### config.mk
export PLATFORM = sky130hd
export DESIGN_NAME = midi_parser
export DESIGN_NICKNAME = d
export VERILOG_FILES = /design/src/rtl/midi_parser_pkg.sv /design/src/rtl/midi_parser.sv
export SDC_FILE = /design/constraint.sdc
export NUM_CORES = 1
export LEC_CHECK = 0
export ABC_CLOCK_PERIOD_IN_PS = 1950
export BUFFER_PORTS_ARGS = -buffer_cell sky130_fd_sc_hd__buf_2
export CAP_MARGIN = 20
export CORE_MARGIN = 10
export CORE_UTILIZATION = 38
export DETAILED_ROUTE_END_ITERATION = 8
export GPL_TIMING_DRIVEN = 0
export PLACE_DENSITY_LB_ADDON = 0.08
export SETUP_SLACK_MARGIN = 0.5
export SYNTH_ARGS = -nofsm -noshare
export SYNTH_HDL_FRONTEND = slang
export SYNTH_SLANG_ARGS = --single-unit
export TNS_END_PERCENT = 10
### constraint.sdc
create_clock -name clock_50_000_000 -period 1.95 [get_ports clock_50_000_000]
set_input_delay 0.2925 -clock clock_50_000_000 [delete_from_list [all_inputs] [get_ports clock_50_000_000]]
set_output_delay 0.2925 -clock clock_50_000_000 [all_outputs]
set_load 0.05 [all_outputs]
### src/rtl/midi_parser_pkg.sv
// Shared MIDI types: parsed message layout, channel message types and
// the system byte boundaries the parser classifies against.
package midi_parser_pkg;

  typedef enum logic [3:0] {
    NOTE_OFF         = 4'h8,
    NOTE_ON          = 4'h9,
    POLY_PRESSURE    = 4'hA,
    CONTROL_CHANGE   = 4'hB,
    PROGRAM_CHANGE   = 4'hC,
    CHANNEL_PRESSURE = 4'hD,
    PITCH_BEND       = 4'hE
  } msg_type_e;

  // message_type is plain logic so the all-zero reset value stays legal.
  typedef struct packed {
    logic [3:0] message_type;
    logic [3:0] channel;
    logic [7:0] data_byte1;
    logic [7:0] data_byte2;
  } message_t;

  localparam logic [7:0] SYSEX_START  = 8'hF0;
  localparam logic [7:0] SYSEX_END    = 8'hF7;
  localparam logic [7:0] REALTIME_MIN = 8'hF8;

  typedef enum logic [1:0] {
    IDLE    = 2'd0,
    WAIT_D1 = 2'd1,
    WAIT_D2 = 2'd2,
    SYSEX   = 2'd3
  } state_e;

  function automatic logic one_data_byte(input logic [3:0] t);
    return (t == PROGRAM_CHANGE) || (t == CHANNEL_PRESSURE);
  endfunction

endpackage

### src/rtl/midi_parser.sv
// MIDI channel-message parser: status/running-status FSM fed by a UART byte
// strobe, producing one registered message pulse per completed message.
module midi_parser
  import midi_parser_pkg::*;
#(
  parameter int         OMNI    = 1,
  parameter logic [3:0] CHANNEL = 4'd0
) (
  input  logic       clock_50_000_000,
  input  logic       reset_l,
  input  logic [7:0] rx_byte,
  input  logic       rx_byte_ready,
  output message_t   message,
  output logic       message_ready,
  output logic       parse_error
);

  state_e     r_state, w_next_state;
  logic [3:0] r_type, r_chan;
  logic [7:0] r_d1;
  message_t   r_msg;
  logic       r_msg_ready, r_parse_err;

  logic       w_lat_status, w_lat_d1, w_emit, w_err, w_deliver;
  logic [7:0] w_d1, w_d2;
  message_t   w_msg;

  always_comb begin
    w_next_state = r_state;
    w_lat_status = 1'b0;
    w_lat_d1     = 1'b0;
    w_emit       = 1'b0;
    w_err        = 1'b0;
    w_d1         = r_d1;
    w_d2         = 8'h00;
    if (rx_byte_ready) begin
      if (rx_byte >= REALTIME_MIN) begin
        w_next_state = r_state;
      end else if (rx_byte[7] && (rx_byte < SYSEX_START)) begin
        w_lat_status = 1'b1;
        w_next_state = WAIT_D1;
      end else if (rx_byte == SYSEX_START) begin
        w_next_state = SYSEX;
      end else if (rx_byte[7]) begin
        // 0xF1-0xF7: ends SYSEX, and anywhere else drops running status.
        w_next_state = IDLE;
      end else begin
        case (r_state)
          IDLE:    w_err = 1'b1;
          WAIT_D1: begin
            w_lat_d1 = 1'b1;
            if (one_data_byte(r_type)) begin
              w_emit = 1'b1;
              w_d1   = rx_byte;
            end else begin
              w_next_state = WAIT_D2;
            end
          end
          WAIT_D2: begin
            w_emit       = 1'b1;
            w_d2         = rx_byte;
            w_next_state = WAIT_D1;
          end
          default: w_next_state = r_state;
        endcase
      end
    end
  end

  always_comb begin
    w_msg.message_type = ((r_type == NOTE_ON) && (w_d2 == 8'h00)) ? NOTE_OFF : r_type;
    w_msg.channel      = r_chan;
    w_msg.data_byte1   = w_d1;
    w_msg.data_byte2   = w_d2;
    w_deliver          = w_emit && ((OMNI != 0) || (r_chan == CHANNEL));
  end

  always_ff @(posedge clock_50_000_000 or negedge reset_l) begin
    if (!reset_l) begin
      r_state     <= IDLE;
      r_type      <= 4'h0;
      r_chan      <= 4'h0;
      r_d1        <= 8'h00;
      r_msg       <= '0;
      r_msg_ready <= 1'b0;
      r_parse_err <= 1'b0;
    end else begin
      r_state     <= w_next_state;
      r_msg_ready <= w_deliver;
      r_parse_err <= w_err;
      if (w_lat_status) begin
        r_type <= rx_byte[7:4];
        r_chan <= rx_byte[3:0];
      end
      if (w_lat_d1) r_d1 <= rx_byte;
      // Filtered-out channels leave the last delivered message on the port.
      if (w_deliver) r_msg <= w_msg;
    end
  end

  assign message       = r_msg;
  assign message_ready = r_msg_ready;
  assign parse_error   = r_parse_err;

endmodule

# Word level (Yosys, flattened, before mapping)
# Cells that the tools add are included.
# word_totals
regBits,44
output_inout_bits,26
word_cells,68
# classes
n_lt_le_gt_ge,2
n_eq_ne,7
mux,41
n_bitwise,1
n_reduce_logical,7
# ops
cell,count
2-to-1 mux 8 bit,7
2-to-1 mux 7 bit,6
2-to-1 mux 1 bit,21
"equality test 4 bit, second input constant",3
"equality test 8 bit, second input constant",1
">= comparator 8 bit, second input constant",1
logical NOT 8 bit,1
"less-than comparator 8 bit, second input constant",1
2-to-1 mux 2 bit,4
"inequality test 5 bit, second input constant",1
nonzero test 5 bit,1
2-to-1 mux 4 bit,1
case mux 2 bit (2 select lines),1
AND reduction 4 bit,1
"equality test 2 x 1 -> 1 bit, second input constant",1
"equality test 2 bit, second input constant",1
logical AND 1 bit,2
logical NOT 2 bit,1
case mux 1 bit (2 select lines),1
logical OR 1 bit,1
inverter 1 bit,1

# Longest topological paths before layout
# depth
word_depth,10
depth_mapped,7
ltp_nobuf,6

# Worst setup path before layout
# OpenSTA, ideal clock, no wires.
# synth_path
path_type,register to register
from,reg r_state[0]
to,"reg r_msg, in the netlist message[10]"
setup_time_ps,125
t_arrival_ps,1662
slack_ps,163
path_stages_with_launch,8
path_buffers,2
period_less_slack_ps,1787
path_cell_list,dfrtp_1 -> inv_1 -> ha_1 -> and3b_1 -> buf_6 -> o211ai_4 -> buf_8 -> mux2_4
# synth_via
elab_chain_len,7
# synth_lines
item,line,source
from (decl),midi_parser.sv:18,"state_e r_state, w_next_state;"
from (signal assigned),midi_parser.sv:88,r_state <= w_next_state;
equality test 2 bit or equality test 2 x 1 -> 1 bit (tied branches),midi_parser.sv:48,case (r_state)
case mux 1 bit (2 select lines) or 2-to-1 mux 8 bit (tied branches),midi_parser.sv:48,
2-to-1 mux 1 bit or 2-to-1 mux 8 bit (tied branches),midi_parser.sv:44,end else if (rx_byte[7]) begin
2-to-1 mux 1 bit or 2-to-1 mux 8 bit (tied branches),midi_parser.sv:42,end else if (rx_byte == SYSEX_START) begin
2-to-1 mux 1 bit or 2-to-1 mux 8 bit (tied branches),midi_parser.sv:39,end else if (rx_byte[7] && (rx_byte < SYSEX_START)) begin
2-to-1 mux 1 bit or 2-to-1 mux 8 bit (tied branches),midi_parser.sv:37,if (rx_byte >= REALTIME_MIN) begin
2-to-1 mux 1 bit or 2-to-1 mux 8 bit (tied branches),midi_parser.sv:36,if (rx_byte_ready) begin
to (signal assigned),midi_parser.sv:97,if (w_deliver) r_msg <= w_msg;
to (decl),midi_parser.sv:21,message_t r_msg;
# Several ways; a longest one is shown, not always the timed one.
# A chain may end at the register's enable or synchronous reset.

# Worst setup path in the final report
# layout_path
from,reg r_state[0]
to,"reg r_msg, in the netlist message[23]"
# layout_via
elab_chain_len,10
# layout_lines
item,line,source
equality test 2 bit,midi_parser.sv:48,
2-to-1 mux 7 bit,midi_parser.sv:48,
2-to-1 mux 7 bit,midi_parser.sv:44,
2-to-1 mux 7 bit,midi_parser.sv:42,
2-to-1 mux 7 bit,midi_parser.sv:39,
2-to-1 mux 7 bit,midi_parser.sv:37,
2-to-1 mux 7 bit,midi_parser.sv:36,
logical NOT 8 bit,midi_parser.sv:71,w_msg.message_type = ((r_type == NOTE_ON) && (w_d2 == 8'h00)) ? NOTE_OFF : r_type;
logical AND 1 bit,midi_parser.sv:71,
2-to-1 mux 4 bit,midi_parser.sv:71,
# Several ways; a longest one is shown, not always the timed one.

==> impl_metrics.ini <==
[outcome]
run_status = finished clean

[placed_design]
dp_cells = 239
portBuffers = 35
pre_cts_ws_ns = -0.0189
gp_routability_congestion = 0.732
hpwl_mm = 2.94

[timing]
fin_worst_skew_ns = 0.00556
fin_crit_sh_pct = 93.9
clock.fmax_ghz = 0.546
relSlewSlack_pct = 37.8
finalHoldViolCount = 0
tightest_slew_ns = 0.933
rsz0062_at_grt = true
timing.final.ws_setup_ns = 0.118
maxSlewViolCount = 0
period_needed_ns = 1.83
setup_viol = 0

[worst_setup_path]
worstPathMaxFanout = 5
end_kind = flop
path_class = reg2reg
arrival_ns = 2.01
cp-start-kind = flop
required_ns = 2.13

[clocking]
clk_path_buf_depth = 2
cts_tree = done
clk_latency_ns = 0.29
cts_hold_buffers = 0
cts-root-buf = clkbuf_8
h-tree-depth = 2
clkTransAtPathRegs_ns = 0.08
numClockSinks = 43
cts-buffers-inserted = 5

[detailed_routing]
drtIter0Drc = 46
drc = 0
via_per_inst = 4.99
vias = 1293
finalWirelength_mm = 4.31
first_pass_iters = 4
wl_per_cell_um = 16.7
ant_nets = 0

[floorplanning]
start_util_pct = 39.1
die_w_um = 92.5
placementRows = 26
io_pins = 37
die-area_sq_um = 8550
die_h_um = 92.5
core-area_sq_um = 5110

[cells_and_area]
fin_util_pct = 49.7
syn_to_final_growth_pct = 27.3
layout.nets = 202
layoutNonFillerInstCount = 259
drive_gt1_share_pct = 61.9
insertedDiodeCount = 0

[power_and_ir_drop]
combinationalPowerShare_pct = 50.9
switchingPower_w = 0.00172
power_density_nw_per_um2 = 1570
p_leak_nw = 1.28
p_clk_share_pct = 13.9
cell_internal_pwr_w = 0.00227
pwr-share-seq_pct = 35.1
swShare_pct = 43.1
ir_drop_v = 0.000650
fin_total_pwr_w = 0.00399

[global_route]
grtUsageTotal_pct = 10.6
grt_pass1_vias = 1416
grt_use_met2_pct = 16.4
grt_antenna_before_repair = 0
grt_max_degree = 44
grt_util_met3_pct = 3.87
top_usage_layer = met2
grt_overflow = 0
grt_use_met1_pct = 12.8
grt_pass1_wl_mm = 7.22

[synth]
ys_ff_latch = 43
yosysSeqAreaShare_pct = 53.9
synth_edf_count = 0
syn_nets = 148
synth.distinct_cells = 37
syn-instance-count = 134
synth_area_sq_um = 2000
ys.flop_type = dfrtp_1
syn_avg_cell_area_sq_um = 14.9
synth-async-reset-ratio_pct = 100
synth_warnings = 0

[hold_path]
hp-class = in2async

[job]
cap_violations = 0
## registers in the layout, indices dropped and copies added, names as in the netlist
| signal | flops |
|---|---|
| parse_error | 1 |
| message_ready | 1 |
| r_chan | 4 |
| r_state | 2 |
| message | 23 |
| r_d1 | 8 |
| r_type | 4 |
## synth_stat cells (2+ instances only)
master | instances | area (sq um)
dfrtp_1 | 43 | 1080
mux2_2 | 27 | 304
mux2_4 | 12 | 180
nand4_1 | 7 | 43.8
a21bo_2 | 6 | 60.1
inv_1 | 5 | 18.8
ha_1 | 3 | 37.5
buf_6 | 2 | 22.5
## placed cells by master, fill, tap and decap left out, types with 2 or more instances in the layout
cell      instances
dfrtp_1          42
buf_2            35
mux2_2           23
mux2_4           16
nand4_1           7
buf_6             6
a21bo_2           6
buf_4             5
clkbuf_8          5
inv_1             3
inv_2             2
buf_8             2
ha_4              2
## power groups by stage
| stage | registers, W | clock network (W) | logic (W) |
|---|---|---|---|
| 5_1_grt | 0.00145 | 0.000615 | 0.00217 |
| 3_5_place_dp | 0.00141 | 0 | 0.00188 |
| 2_1_floorplan | 0.00214 | 0 | 0.000733 |
| 6_report | 0.00140 | 0.000556 | 0.00203 |
| 3_3_place_gp | 0.00139 | 0 | 0.00187 |
| 4_1_cts | 0.00140 | 0.000575 | 0.00202 |
## worst paths after layout
check,start,to,slack [ns],cells past startpoint
hold / removal,reset_l,r_state[0],0.13,1
hold reg to reg,message[3],message[3],0.48,1
setup / recovery,r_state[0],message[23],0.12,8
setup reg to reg,r_state[0],message[23],0.12,8
min in group clock_50_000_000,rx_byte_ready,parse_error,0.31,2
max in group asynchronous,reset_l,r_state[1],1.20,1
## per-layer routing
metal  share of wire (%)  wire (um)
met1                  44       1880
met2                  47       2040
met3                 6.4        278
met4                 2.6        112
met5                   0          0
## worst max-delay path, cell delays in order, from the launching register on
cell,delay (ns)
dfrtp_1,0.42
buf_6,0.13
ha_4,0.16
nand3b_4,0.14
nor2_8,0.06
o211ai_4,0.24
buf_6,0.14
buf_8,0.12
mux2_4,0.30
## final cells by class
type / instances / area (sq um)
clock buffers: 6 / 72.6
clock inverters: 2 / 12.5
plain buffers: 5 / 53.8
fillers: 471 / 2570
flip-flops and latches: 43 / 1080
inverters: 5 / 18.8
repair buffers: 46 / 314
well taps: 70 / 87.6
multi-input cells: 82 / 903
## stage by stage
| stage | instance area, sq um | hold slack (ns) | setup TNS (ns) |
|---|---|---|---|
| 2_1_floorplan | 2000 | -0.00309 | 0 |
| 3_3_place_gp | 2260 | 0.454 | 0 |
| 3_5_place_dp | 2260 | 0.462 | -0.136 |
| 4_1_cts | 2490 | 0.181 | 0 |
| 5_1_grt | 2540 | 0.213 | 0 |
| 6_report | 2540 | 0.127 | 0 |
## cells by family after synthesis
| group | share of synthesized area [%] |
|---|---|
| buffers and inverters | 3.39 |
| and+or+nand+nor | 9.91 |
| AOI/OAI and AO/OA | 5.96 |
| adders and majority gates | 1.88 |
| DFF | 53.9 |
| muxes | 24.8 |
| other | 0.188 |
## repair_timing
| item | 4_1_cts | 5_1_grt |
|---|---|---|
| gates resized for setup | 11 | 6 |
| gates cloned | 2 | 1 |
| pin swaps | 3 | 3 |
| endpoints found under the setup margin | 26 | 33 |
| setup buffers | 8 | 1 |
Note: power is estimated with default switching activity, not from simulation.
